`config.mk`:
```
export PLATFORM = sky130hd
export DESIGN_NAME = fetch_unit_flat
export DESIGN_NICKNAME = d
export VERILOG_FILES = /design/src/rtl/fetch_unit_if.sv /design/src/rtl/fetch_unit.sv /design/src/flat_wrapper.sv
export SDC_FILE = /design/constraint.sdc
export NUM_CORES = 1
export LEC_CHECK = 0
export CAP_MARGIN = 40
export CELL_PAD_IN_SITES_DETAIL_PLACEMENT = 1
export CELL_PAD_IN_SITES_GLOBAL_PLACEMENT = 1
export CORE_ASPECT_RATIO = 1.25
export CORE_MARGIN = 4
export CORE_UTILIZATION = 50
export DETAILED_ROUTE_END_ITERATION = 10
export DONT_BUFFER_PORTS = 1
export HOLD_SLACK_MARGIN = 0.05
export MAX_ROUTING_LAYER = met4
export PLACE_DENSITY_LB_ADDON = 0.1
export SLEW_MARGIN = 15
export SYNTH_ARGS = -nofsm -noshare
export SYNTH_HDL_FRONTEND = slang
export SYNTH_SLANG_ARGS = --single-unit
```
`constraint.sdc`:
```
create_clock -name CLK -period 6.5 [get_ports CLK]
set_input_delay 1.3 -clock CLK [delete_from_list [all_inputs] [get_ports CLK]]
set_output_delay 1.3 -clock CLK [all_outputs]
set_load 0.005 [all_outputs]
```
`src/rtl/fetch_unit_if.sv`:
```
// Fetch unit bus bundle: redirect input, instruction-memory request and
// response channels, and the decoded-instruction stream toward decode.
interface fetch_unit_if #(
  parameter int XLEN = 32
);

  logic            redirect_valid;
  logic [XLEN-1:0] redirect_pc;

  logic            imem_req_valid;
  logic            imem_req_ready;
  logic [XLEN-1:0] imem_req_addr;

  logic            imem_rsp_valid;
  logic [XLEN-1:0] imem_rsp_data;

  logic            inst_valid;
  logic            inst_ready;
  logic [XLEN-1:0] inst_data;
  logic [XLEN-1:0] inst_pc;
  logic [XLEN-1:0] inst_pc_plus4;

  // Fetch unit side
  modport master (
    input  redirect_valid, redirect_pc,
    input  imem_req_ready, imem_rsp_valid, imem_rsp_data,
    input  inst_ready,
    output imem_req_valid, imem_req_addr,
    output inst_valid, inst_data, inst_pc, inst_pc_plus4
  );

  // Environment side: branch unit, instruction memory and decode
  modport slave (
    output redirect_valid, redirect_pc,
    output imem_req_ready, imem_rsp_valid, imem_rsp_data,
    output inst_ready,
    input  imem_req_valid, imem_req_addr,
    input  inst_valid, inst_data, inst_pc, inst_pc_plus4
  );

endinterface

```
`src/rtl/fetch_unit.sv`:
```
// RV32I instruction fetch front end. Issues sequential fetch requests under a
// credit limit, tracks in-flight requests with an in-order pc queue, buffers
// returned instructions in a DEPTH-entry FIFO, and on a redirect flushes the
// FIFO and discards every response still in flight.
module fetch_unit #(
  parameter int              XLEN     = 32,
  parameter logic [XLEN-1:0] RESET_PC = '0,
  parameter int              DEPTH    = 4
) (
  input logic          CLK,
  input logic          reset,
  fetch_unit_if.master bus
);

  localparam int AW = (DEPTH > 1) ? $clog2(DEPTH) : 1;
  localparam int CW = $clog2(DEPTH) + 1;
  localparam logic [CW-1:0] DEPTH_C = CW'(DEPTH);
  localparam logic [CW:0]   DEPTH_W = (CW+1)'(DEPTH);

  typedef logic [AW-1:0] ptr_t;
  typedef logic [CW-1:0] cnt_t;

  logic [XLEN-1:0] fetch_pc_q, fetch_pc_d;
  cnt_t            outstanding_q, outstanding_d;
  cnt_t            drop_cnt_q, drop_cnt_d;
  cnt_t            count_q, count_d;
  ptr_t            head_q, head_d;
  ptr_t            tail_q, tail_d;
  ptr_t            pcq_head_q, pcq_head_d;
  ptr_t            pcq_tail_q, pcq_tail_d;

  logic [XLEN-1:0] fifo_instr_q [DEPTH];
  logic [XLEN-1:0] fifo_instr_d [DEPTH];
  logic [XLEN-1:0] fifo_pc_q    [DEPTH];
  logic [XLEN-1:0] fifo_pc_d    [DEPTH];
  logic [XLEN-1:0] pcq_mem_q    [DEPTH];
  logic [XLEN-1:0] pcq_mem_d    [DEPTH];

  logic            req_valid;
  logic            req_fire;
  logic            rsp_fire;
  logic            rsp_drop;
  logic            push;
  logic            pop;
  logic [CW:0]     credit_used;

  // Handshake decode. Credit counts FIFO entries plus live (not-to-be-dropped)
  // requests so the FIFO can never overflow; in-flight requests are also
  // capped at DEPTH so back-to-back redirects cannot overrun the pc queue or
  // the outstanding counter.
  always_comb begin
    credit_used = {1'b0, count_q} + {1'b0, outstanding_q - drop_cnt_q};
    req_valid   = !reset && !bus.redirect_valid &&
                  (credit_used < DEPTH_W) && (outstanding_q < DEPTH_C);
    req_fire    = req_valid && bus.imem_req_ready;
    rsp_fire    = bus.imem_rsp_valid;
    rsp_drop    = (drop_cnt_q != '0);
    push        = rsp_fire && !rsp_drop && !bus.redirect_valid;
    pop         = (count_q != '0) && bus.inst_ready && !bus.redirect_valid;
  end

  // Next-state computation. A redirect takes priority: it reloads the fetch
  // pc, empties the FIFO and turns every request still in flight after this
  // cycle into one that must be dropped when its response arrives.
  always_comb begin
    fetch_pc_d    = fetch_pc_q;
    outstanding_d = outstanding_q + CW'(req_fire) - CW'(rsp_fire);
    drop_cnt_d    = drop_cnt_q;
    count_d       = count_q;
    head_d        = head_q;
    tail_d        = tail_q;
    pcq_head_d    = pcq_head_q;
    pcq_tail_d    = pcq_tail_q;
    fifo_instr_d  = fifo_instr_q;
    fifo_pc_d     = fifo_pc_q;
    pcq_mem_d     = pcq_mem_q;

    if (req_fire) begin
      pcq_mem_d[pcq_tail_q] = fetch_pc_q;
      pcq_tail_d            = pcq_tail_q + AW'(1);
    end
    if (rsp_fire) begin
      pcq_head_d = pcq_head_q + AW'(1);
    end

    if (bus.redirect_valid) begin
      fetch_pc_d = {bus.redirect_pc[XLEN-1:2], 2'b00};
      count_d    = '0;
      head_d     = '0;
      tail_d     = '0;
      drop_cnt_d = outstanding_d;
    end else begin
      if (req_fire) begin
        fetch_pc_d = fetch_pc_q + XLEN'(4);
      end
      if (rsp_fire && rsp_drop) begin
        drop_cnt_d = drop_cnt_q - CW'(1);
      end
      if (push) begin
        fifo_instr_d[tail_q] = bus.imem_rsp_data;
        fifo_pc_d[tail_q]    = pcq_mem_q[pcq_head_q];
        tail_d               = tail_q + AW'(1);
      end
      if (pop) begin
        head_d = head_q + AW'(1);
      end
      count_d = count_q + CW'(push) - CW'(pop);
    end
  end

  // Control state registers with synchronous reset; reset abandons any
  // in-flight requests and restarts fetching at RESET_PC.
  always_ff @(posedge CLK) begin
    if (reset) begin
      fetch_pc_q    <= RESET_PC;
      outstanding_q <= '0;
      drop_cnt_q    <= '0;
      count_q       <= '0;
      head_q        <= '0;
      tail_q        <= '0;
      pcq_head_q    <= '0;
      pcq_tail_q    <= '0;
    end else begin
      fetch_pc_q    <= fetch_pc_d;
      outstanding_q <= outstanding_d;
      drop_cnt_q    <= drop_cnt_d;
      count_q       <= count_d;
      head_q        <= head_d;
      tail_q        <= tail_d;
      pcq_head_q    <= pcq_head_d;
      pcq_tail_q    <= pcq_tail_d;
    end
  end

  // Storage arrays need no reset; validity is tracked by the counters above.
  always_ff @(posedge CLK) begin
    fifo_instr_q <= fifo_instr_d;
    fifo_pc_q    <= fifo_pc_d;
    pcq_mem_q    <= pcq_mem_d;
  end

  assign bus.imem_req_valid = req_valid;
  assign bus.imem_req_addr  = fetch_pc_q;
  assign bus.inst_valid     = !reset && (count_q != '0);
  assign bus.inst_data      = fifo_instr_q[head_q];
  assign bus.inst_pc        = fifo_pc_q[head_q];
  assign bus.inst_pc_plus4  = fifo_pc_q[head_q] + XLEN'(4);

endmodule

```
`src/flat_wrapper.sv`:
```
// flat-port wrapper written by rule: the top's interface ports become plain ports
module fetch_unit_flat 
#(
  parameter int              XLEN     = 32,
  parameter logic [XLEN-1:0] RESET_PC = '0,
  parameter int              DEPTH    = 4
)
  (CLK, reset, bus_redirect_valid, bus_redirect_pc, bus_imem_req_ready, bus_imem_rsp_valid, bus_imem_rsp_data, bus_inst_ready, bus_imem_req_valid, bus_imem_req_addr, bus_inst_valid, bus_inst_data, bus_inst_pc, bus_inst_pc_plus4);
  fetch_unit_if #(.XLEN(XLEN)) bus_i ();
  input logic CLK;
  input logic reset;
  input wire logic [$bits(bus_i.redirect_valid)-1:0] bus_redirect_valid;
  input wire logic [$bits(bus_i.redirect_pc)-1:0] bus_redirect_pc;
  input wire logic [$bits(bus_i.imem_req_ready)-1:0] bus_imem_req_ready;
  input wire logic [$bits(bus_i.imem_rsp_valid)-1:0] bus_imem_rsp_valid;
  input wire logic [$bits(bus_i.imem_rsp_data)-1:0] bus_imem_rsp_data;
  input wire logic [$bits(bus_i.inst_ready)-1:0] bus_inst_ready;
  output wire logic [$bits(bus_i.imem_req_valid)-1:0] bus_imem_req_valid;
  output wire logic [$bits(bus_i.imem_req_addr)-1:0] bus_imem_req_addr;
  output wire logic [$bits(bus_i.inst_valid)-1:0] bus_inst_valid;
  output wire logic [$bits(bus_i.inst_data)-1:0] bus_inst_data;
  output wire logic [$bits(bus_i.inst_pc)-1:0] bus_inst_pc;
  output wire logic [$bits(bus_i.inst_pc_plus4)-1:0] bus_inst_pc_plus4;
  assign bus_i.redirect_valid = bus_redirect_valid;
  assign bus_i.redirect_pc = bus_redirect_pc;
  assign bus_i.imem_req_ready = bus_imem_req_ready;
  assign bus_i.imem_rsp_valid = bus_imem_rsp_valid;
  assign bus_i.imem_rsp_data = bus_imem_rsp_data;
  assign bus_i.inst_ready = bus_inst_ready;
  assign bus_imem_req_valid = bus_i.imem_req_valid;
  assign bus_imem_req_addr = bus_i.imem_req_addr;
  assign bus_inst_valid = bus_i.inst_valid;
  assign bus_inst_data = bus_i.inst_data;
  assign bus_inst_pc = bus_i.inst_pc;
  assign bus_inst_pc_plus4 = bus_i.inst_pc_plus4;
  fetch_unit #(.XLEN(XLEN), .RESET_PC(RESET_PC), .DEPTH(DEPTH)) u_core (.CLK(CLK), .reset(reset), .bus(bus_i));
endmodule
```
**After elaboration in Yosys (flattened, before gate mapping)**

Cells that the tools add are included.
Widths: inputs -> output; s select.

- Input bits: 70
- Register bits: 433
- Output and inout port bits: 130
- Logic and storage cells: 88

- Order comparisons: 8
- Reductions and logical operators: 21
- Add/sub/neg operators: 13
- Bitwise logic cells: 5
- Multiplexer cells: 20

Operators by type and width:

| cell | number |
|---|---|
| $bwmux 128 | 3 |
| $mux 32 | 10 |
| $bmux 32 s2 | 3 |
| $demux 32 s2 | 2 |
| $add 32x3->32 const B | 2 |
| $ge 3x3->1 const B | 4 |
| $logic_and 1x1->1 | 12 |
| $not 2->3 | 4 |
| $add 2x1->2 const B | 4 |
| $add 3x1->3 | 2 |
| $lt 3x1->1 const B | 2 |
| $mux 3 | 2 |
| $reduce_bool 3->1 | 2 |
| $sub 3x1->3 | 2 |
| $add 3x3->4 | 1 |
| $lt 4x3->1 const B | 1 |
| $reduce_bool 2->1 | 2 |
| $logic_not 1->1 | 3 |
| $lt 3x3->1 const B | 1 |
| $sub 3x1->3 const B | 1 |
| $sub 3x3->3 | 1 |
| $reduce_and 2->1 | 1 |
| $reduce_or 2->1 | 1 |
| $not 1->1 | 1 |

**Depth between registers and ports, before layout**

Gate-level depths: netlist of the first run.

- Depth after elaboration: 9
- Gate-level depth with buffers: 19
- Gate-level depth less buffers: 17

**Worst setup path before layout of the first run**

OpenSTA, ideal clock, no wires.

- Kind: register -> register
- From: register u_core.outstanding_q[0]
- To: register u_core.pcq_mem_q[100] in the netlist's numbering, enable pin
- Setup time: 0.390 ns
- Stages on the path, launching flop included: 14
- Setup slack: 2.855 ns
- Arrival time: 3.255 ns
- Period minus slack after synthesis: 3.645 ns
- Cell sequence: dfxtp_1 > inv_1 > ha_1 > inv_1 > fa_1 > xnor2_1 > xnor2_1 > ha_1 > nor4_1 > nand4_1 > inv_1 > clkbuf_1 > clkbuf_1 > and2_1

- Word-level cells in the longest chain between the ends: 6
- Elaborated cells on any way between the ends: 7

Ends and longest elaborated chain:

| item | line | RTL |
|---|---|---|
| from (decl) | fetch_unit.sv:24 | `cnt_t outstanding_q, outstanding_d;` |
| from (signal assigned) | fetch_unit.sv:125 | `outstanding_q <= outstanding_d;` |
| $sub 3x3->3 | fetch_unit.sv:52 | `credit_used = {1'b0, count_q} + {1'b0, outstanding_q - drop_cnt_q};` |
| $add 3x3->4 | fetch_unit.sv:52 |  |
| $lt 4x3->1 | fetch_unit.sv:54 | `(credit_used < DEPTH_W) && (outstanding_q < DEPTH_C);` |
| $logic_and 1x1->1 | fetch_unit.sv:53 | `req_valid = !reset && !bus.redirect_valid &&` |
| $logic_and 1x1->1 (*) | fetch_unit.sv:54 |  |
| $logic_and 1x1->1 (*) | fetch_unit.sv:55 | `req_fire = req_valid && bus.imem_req_ready;` |
| named net u_core.req_fire | fetch_unit.sv:40 | `logic req_fire;` |
| to (signal assigned) | fetch_unit.sv:139 | `pcq_mem_q <= pcq_mem_d;` |
| to (decl) | fetch_unit.sv:36 | `logic [XLEN-1:0] pcq_mem_q [DEPTH];` |

Mark *: on every way through the listed nets, which the timed path passes. The rest lies on a longest branch.
A chain may end at the register's enable or synchronous reset.

**Worst setup path after layout of the first run**

- From: register u_core.head_q[1]
- To: output port bus_inst_pc_plus4[26]

- Word-level cells in the longest chain between the ends: 5

Ends and longest elaborated chain:

| item | line | RTL |
|---|---|---|
| from (decl) | fetch_unit.sv:27 | `ptr_t head_q, head_d;` |
| from (signal assigned) | fetch_unit.sv:119 | `head_q <= '0;` |
| from (signal assigned) | fetch_unit.sv:128 | `head_q <= head_d;` |
| $not 2->3 | - |  |
| $bmux 32 s2 | - |  |
| $mux 32 (2 in series) | - |  |
| named net bus_inst_pc[23] | flat_wrapper.sv:22 | `output wire logic [$bits(bus_i.inst_pc)-1:0] bus_inst_pc;` |
| $add 32x3->32 | fetch_unit.sv:147 | `assign bus.inst_pc_plus4 = fifo_pc_q[head_q] + XLEN'(4);` |
| to (decl) | flat_wrapper.sv:23 | `output wire logic [$bits(bus_i.inst_pc_plus4)-1:0] bus_inst_pc_plus4;` |

The timed path passes the listed nets, and every way through them passes these cells. The select of a mux whose other input is x is not followed.

==> run metrics, run 1 <==
run status completed; WL final ~35000 um; deepest clock path buffer count 3; cell type contributing the most total cell area after synthesis sky130_fd_sc_hd__edfxtp_1; first-iteration detailed-routing DRC count slightly above 500; post-cts repair resize count 0; worst-path cell with the longest stage delay sky130_fd_sc_hd__dfxtp_2; initial standard-cell utilization of the core about half; flip-flop and latch count after synthesis approximately 420; number of diodes added for antenna fixing 0; all-layer global routing usage 19.74%; RR Endpoint u_core.pcq_mem_q[36]; transition time at the pin with the least slew margin 0.8601 ns; HPWL after detailed placement 23440 um; DRC violations left 0; number of slew-limit violations in the final report 0; final clock period utilization by the worst path between 70 and 80%; number of enable-type register cells in the synthesized netlist 368; total I/O pin count 200; final weighted congestion in routability-driven placement 0.7897; count of nets left with antenna violations after detail routing 0; startpoint type of the worst setup path flop; count of non-filler cells in the finished layout 1378; Die Height 212.1 um; Setup Skew 0.01184 ns; R2R cell count 12; Relative slew margins 42.66%; clock tree from TritonCTS done; H-tree lvl count 2; portion of the post-synthesis area used by sequential elements 71.98%; area of the multi-input gates between 4000 and 5000 sq um; time the worst path needs with I/O delays and setup 4.811 ns; number of distinct library cells after synthesis 53; FF-to-FF setup slack 2.43 ns; overall die width between 150 and 200 um; total vias in the final route 8162; vias in the first global route between 9000 and 10000; wire length of the first global-routing pass 53500 um; cts bufs inserted 40; routed length per placed instance about 25 um; Data arrival, critical path 3.51 ns; clock latency at the later pin of the worst-skew pair 0.54 ns; total global routing overflow 0; Final Hold Viols 0; post-synthesis async set-or-reset flop share 0%; Crit path largest cell delay between 0.7 and 0.8 ns; number of nets in the layout 1020; RSZ-0062 raised after global routing false; sink count of the clock tree 415; final setup vio count 0; worst IR drop on VDD 0.0001595 V; share of final-layout standard cells stronger than drive strength 1 20.42%; warnings from Yosys 0; Critical Path Sink Type primary output; clock slew at reported path FFs 0.06 ns; sequential cell area 12000 sq um; syn_area_per_cell ~18 sq um; Core Rows 74; instance count after placement with tap cells included 1303; cts-stage hold buffer count 0; Top FF cell, synth sky130_fd_sc_hd__edfxtp_1; FILL cells 2943; Max Clock Freq 207.8 MHz; floorplan die area approximately 36000 sq um; Total Neg Setup Slack 0 ns; Crit Path Category reg -> out; startpoint of the worst-slack reg-to-reg timing path u_core.outstanding_q[0]; number of iterations in the first detailed-routing pass 5; Pwr Density about 330 nW/um^2; main area contributors after synthesis sky130_fd_sc_hd__edfxtp_1 (66%), sky130_fd_sc_hd__mux4_2 (12%), sky130_fd_sc_hd__dfxtp_1 (5.6%); largest net degree at the start of global routing 44; gate count of the mapped netlist 913; number of cells on the worst hold path 2; count of buffers added by post-CTS timing repair for setup 0; required time of the critical path around 5.2 ns; critical-path maximum fanout 43; worst-case hold path end point u_core.pcq_tail_q[1]; reported leakage power 5.788 nW; ordered cell list for the critical path buf_4 > mux4_2 > and3_1 > nor2b_1 > nor4b_1 > xor2_1; max capacitance violation total 0; number of port buffers 0; type of the worst min-delay path reg -> reg; antenna violations before repair 0; startpoint of the most critical hold path u_core.pcq_tail_q[1]; core area roughly 33000 sq um; area share of the largest cell type after synthesis approximately two thirds; clock root buffer sky130_fd_sc_hd__clkbuf_16; signed area change from the synthesized netlist to the final layout 11.33%; mapped cell area 16660 sq um; Vias/cell 5.923
-- worst max-delay path by stage --
stage | slack (ns) | from | to | cells past startpoint
6_report | 1.69 | u_core.head_q[1] | bus_inst_pc_plus4[26] | 6
4_1_cts | 1.55 | u_core.head_q[1] | bus_inst_pc_plus4[26] | 6
3_5_place_dp | 2.12 | u_core.head_q[1] | bus_inst_pc_plus4[26] | 6
3_3_place_gp | 2.06 | u_core.head_q[0] | bus_inst_pc_plus4[26] | 6
5_1_grt | 1.45 | u_core.head_q[0] | bus_inst_pc_plus4[13] | 6
2_1_floorplan | 2.86 | u_core.outstanding_q[0] | u_core.pcq_mem_q[100] | 13
-- synthesized netlist by cell type (4+ instances only) --
library cell / number
sky130_fd_sc_hd__inv_1: 25
sky130_fd_sc_hd__edfxtp_1: 368
sky130_fd_sc_hd__nand4_1: 13
sky130_fd_sc_hd__nor3_1: 13
sky130_fd_sc_hd__nor4_2: 4
sky130_fd_sc_hd__buf_4: 7
sky130_fd_sc_hd__mux4_2: 92
sky130_fd_sc_hd__nor4_1: 5
sky130_fd_sc_hd__a21oi_1: 19
sky130_fd_sc_hd__nor2_1: 32
sky130_fd_sc_hd__o21ai_0: 13
sky130_fd_sc_hd__and3_1: 6
sky130_fd_sc_hd__a211oi_1: 5
sky130_fd_sc_hd__or3_1: 6
sky130_fd_sc_hd__and4_1: 5
sky130_fd_sc_hd__nand3_1: 18
sky130_fd_sc_hd__o211ai_1: 8
sky130_fd_sc_hd__ha_1: 19
sky130_fd_sc_hd__and2_1: 14
sky130_fd_sc_hd__nor2b_1: 4
sky130_fd_sc_hd__or2_2: 6
sky130_fd_sc_hd__xnor2_1: 23
sky130_fd_sc_hd__a31oi_1: 16
sky130_fd_sc_hd__buf_2: 7
sky130_fd_sc_hd__nand2_1: 45
sky130_fd_sc_hd__dfxtp_1: 47
sky130_fd_sc_hd__buf_6: 4
sky130_fd_sc_hd__clkbuf_1: 21
sky130_fd_sc_hd__buf_1: 8
sky130_fd_sc_hd__xor2_1: 24
-- per-layer routing --
layer  GRT usage (%)  routed length, um
met5               -                  0
met4           4.400                603
met3           4.780               2147
met2           33.72              18100
met1           24.11              13810
-- flip-flops by register name, indices dropped and copies added (netlist names) --
register	cells
u_core.count_q	3
u_core.fifo_instr_q	128
u_core.fifo_pc_q	120
u_core.pcq_head_q	2
u_core.pcq_tail_q	2
u_core.drop_cnt_q	3
u_core.pcq_mem_q	120
u_core.outstanding_q	3
u_core.bus.imem_req_addr	30
u_core.tail_q	2
u_core.head_q	2
-- cell families after synthesis --
logic type / Yosys count / synth area share (%)
AOI/OAI and AO/OA: 75 / 2.854
xor gates and xnor gates: 47 / 2.471
adders and majority gates: 22 / 1.788
buffers and inverters: 73 / 2.133
DFF: 415 / 71.98
muxes: 94 / 12.57
other: 1 / 0.02251
and+or+nand+nor: 186 / 6.182
-- per-stage QoR --
| step | total power (W) | util [%] | hold slack [ns] | setup WS [ns] | cell area, sq um |
|---|---|---|---|---|---|
| 4_1_cts | 0.006109 | 56.56 | 0.5144 | 1.549 | 18540 |
| 5_1_grt | 0.006285 | 56.58 | 0.5543 | 1.450 | 18550 |
| 6_report | 0.006034 | 56.58 | 0.5076 | 1.689 | 18550 |
| 2_1_floorplan | 0.003543 | - | 0.4692 | 2.855 | 16680 |
| 3_3_place_gp | 0.003660 | 51.96 | 0.4689 | 2.061 | 17030 |
| 3_5_place_dp | 0.003705 | 52.36 | 0.5059 | 2.120 | 17160 |
-- area by class of cell --
class                   count  area share, %
well taps                 418          2.820
clock buffers              45          5.613
multi-input cells         430          23.40
repair buffers             16          1.147
inverters                  25         0.5060
flip-flops and latches    415          64.70
clock inverters            29          1.815
-- cell usage in the layout (no fill, tap or decap), drive strengths merged, types with 4 or more instances in the layout --
cell	count
buf	16
a21oi	19
ha	19
clkinv	15
o21ai	13
and4	5
clkbuf	45
conb	6
mux4	92
nor2b	4
a211oi	5
clkinvlp	5
a31oi	16
dfxtp	47
or2	6
nand3	19
and3	6
nor2	32
nand4	15
xnor2	23
nor4	9
edfxtp	368
and2	14
inv	27
o211ai	8
nor3	13
or3	6
bufinv	7
xor2	24
nand2	45
-- critical path, delay by kind of cell (launching register included) --
| kind | cells | cell delay (ns) |
|---|---|---|
| and+or+nand+nor | 3 | 0.87 |
| DFF | 1 | 0.73 |
| buffers and inverters | 1 | 0.63 |
| muxes | 1 | 0.43 |
| xor gates and xnor gates | 1 | 0.30 |
-- power breakdown --
part / switching [W] / total, W / internal [W]
registers: 0.0000810 / 0.00314 / 0.00306
logic: 0.000298 / 0.000498 / 0.000200
clock network: 0.000959 / 0.00240 / 0.00144
total: 0.00134 / 0.00603 / 0.00470
No activity file was read; power rests on OpenSTA's default activity.
==> inputs of run 2 (changes only) <==
--- a/config.mk
+++ b/config.mk
@@ -10,7 +10,7 @@
 export CELL_PAD_IN_SITES_GLOBAL_PLACEMENT = 1
 export CORE_ASPECT_RATIO = 1.25
 export CORE_MARGIN = 4
-export CORE_UTILIZATION = 50
+export CORE_UTILIZATION = 49
 export DETAILED_ROUTE_END_ITERATION = 10
 export DONT_BUFFER_PORTS = 1
 export HOLD_SLACK_MARGIN = 0.05
==> constraint.sdc (replaced) <==
create_clock -name CLK -period 3.89 [get_ports CLK]
set_input_delay 0.778 -clock CLK [delete_from_list [all_inputs] [get_ports CLK]]
set_output_delay 0.778 -clock CLK [all_outputs]
set_load 0.005 [all_outputs]
==> run metrics, run 2 (synthesized netlist as in run 1, its figures left out) <==
clock root buffer sky130_fd_sc_hd__clkbuf_16; Max Clock Freq 270.5 MHz; run status completed; FILL cells 2989; startpoint type of the worst setup path flop; most common library cell in the layout ignoring fill and taps sky130_fd_sc_hd__edfxtp_1; deepest clock path buffer count 3; overall die width about 170 um; routed length per placed instance 24.91 um; Final Hold Viols 0; largest net degree at the start of global routing 47; WL final about 35000 um; Largest register FFs 128; number of nets in the layout ~1000; first-iteration detailed-routing DRC count around 480; setup slack after placement between 0.3 and 0.4 ns; HPWL after detailed placement 23030 um; number of diodes added for antenna fixing 0; final clock period utilization by the worst path 95.04%; DRC violations left 0; share of final-layout standard cells stronger than drive strength 1 between 20% and 30%; most prevalent standard cell on the critical path sky130_fd_sc_hd__buf_4; largest registers in the final layout u_core.fifo_instr_q x128, u_core.fifo_pc_q x120, u_core.pcq_mem_q x120; Core Rows 75; antenna violations before repair 0; cts-stage hold buffer count 0; reported leakage power a little under 6 nW; commonest cells after routing, fill and taps aside sky130_fd_sc_hd__edfxtp_1 (368), sky130_fd_sc_hd__mux4_2 (92), sky130_fd_sc_hd__nand2_1 (45); type of the worst min-delay path in -> reg; standard cell area after detailed placement 17250 sq um; Die Height 214.1 um; final setup vio count 0; Setup Skew 0.01173 ns; total global routing overflow 0; ordered cell list for the critical path buf_4 > buf_4 > mux4_2 > and2_1 > nand4_1 > nor4_2 > xor2_1; Critical Path Sink Type primary output; signed area change from the synthesized netlist to the final layout 11.96%; Total Neg Setup Slack 0 ns; summed area of non-filler cells in the final layout ~19000 sq um; total I/O pin count 200; Data arrival, critical path 2.92 ns; time the worst path needs with I/O delays and setup roughly 3.7 ns; Vias/cell 5.963; worst IR drop on VDD 0.0002714 V; final weighted congestion in routability-driven placement 0.8153; worst-path cell with the longest stage delay sky130_fd_sc_hd__dfxtp_4; required time of the critical path approximately 3.1 ns; wire length of the first global-routing pass 55070 um; number of slew-limit violations in the final report 0; critical-path maximum fanout 24; sequential cell area 12000 sq um; vias in the first global route 9356; transition time at the pin with the least slew margin 0.8147 ns; area of the multi-input gates 4340 sq um; cts bufs inserted 41; RSZ-0062 raised after global routing false; max capacitance violation total 0; clock slew at reported path FFs roughly 0.060 ns; Crit Path Category reg -> out; number of iterations in the first detailed-routing pass 5; sink count of the clock tree 415; total vias in the final route 8307; Crit path largest cell delay 0.55 ns; Pwr Density 537.8 nW/um^2; number of port buffers 0; Relative slew margins 45.63%; Final Worst Setup Slack 0.1931 ns; core area 33590 sq um; count of nets left with antenna violations after detail routing 0; all-layer global routing usage 19.47%; clock tree from TritonCTS done; clock latency at the later pin of the worst-skew pair 0.54 ns; H-tree lvl count 2; largest reg by FF count u_core.fifo_instr_q; initial standard-cell utilization of the core 49.59%; floorplan die area around 37000 sq um
run 2: cell count changes in the layout (fill, tap and decap cells not counted), moves of 3 or more:
cell / delta
sky130_fd_sc_hd__and2_4: +4
sky130_fd_sc_hd__clkbuf_16: +3
sky130_fd_sc_hd__and2_1: +4
sky130_fd_sc_hd__clkinvlp_4: -3
sky130_fd_sc_hd__clkbuf_1: +7
sky130_fd_sc_hd__and2_2: -8
sky130_fd_sc_hd__buf_4: +7
sky130_fd_sc_hd__clkinv_1: -3
run 2: report_power, final:
part / switching (W) / internal [W]
combinational: 0.000518 / 0.000348
sequential: 0.000119 / 0.00511
clock: 0.00156 / 0.00238
total: 0.00220 / 0.00783
run 2: through the flow:
step,instances,total power (W),utilization (%),hold WS (ns)
after floorplan,918,0.005920,-,0.4692
after global placement,1311,0.006117,50.93,0.4681
after detailed placement,1317,0.006205,51.34,0.4983
after CTS,1391,0.01016,55.39,0.2770
after global routing,1393,0.01047,55.52,0.2829
final,1393,0.01003,55.52,0.3064
run 2: critical path, delay by kind of cell, from the launching register on:
family        cells  cell delay [ns]
buf+inv           2             0.66
flops             1             0.55
simple gates      3             0.55
mux               1             0.33
xor+xnor          1             0.27
run 2: worst paths after layout:
| path | end | slack [ns] | cells past startpoint | startpoint |
|---|---|---|---|---|
| max | bus_inst_pc_plus4[31] | 0.19 | 7 | u_core.head_q[1] |
| min | u_core.pcq_head_q[0] | 0.31 | 1 | reset |
| max reg2reg | u_core.bus.imem_req_addr[22] | 0.37 | 14 | u_core.outstanding_q[0] |
| min reg2reg | u_core.pcq_tail_q[1] | 0.50 | 2 | u_core.pcq_tail_q[1] |
run 2: timing repair:
| action | 4_1_cts | 5_1_grt |
|---|---|---|
| gates resized for setup | 1 | 0 |
| gates cloned | 0 | 0 |
| buffers inserted | 0 | 1 |
| setup endpoints to repair | 3 | 7 |
run 2: area by class of cell:
cell class / instances / area share [%]
tap: 423 / 2.838
clock inverter: 19 / 1.207
clock buffer: 55 / 6.064
sequential: 415 / 64.35
timing repair buffer: 26 / 1.771
inverter: 25 / 0.5031
multi-input combinational: 430 / 23.27
run 2: metal layers:
layer  GRT usage, %  share of wire (%)  up-vias
met4          4.525                1.8        0
met5              -                  0        -
met3          4.320                5.8       46
met1          23.46                 39     4321
li1               -                  -     3684
met2          33.89                 53      256
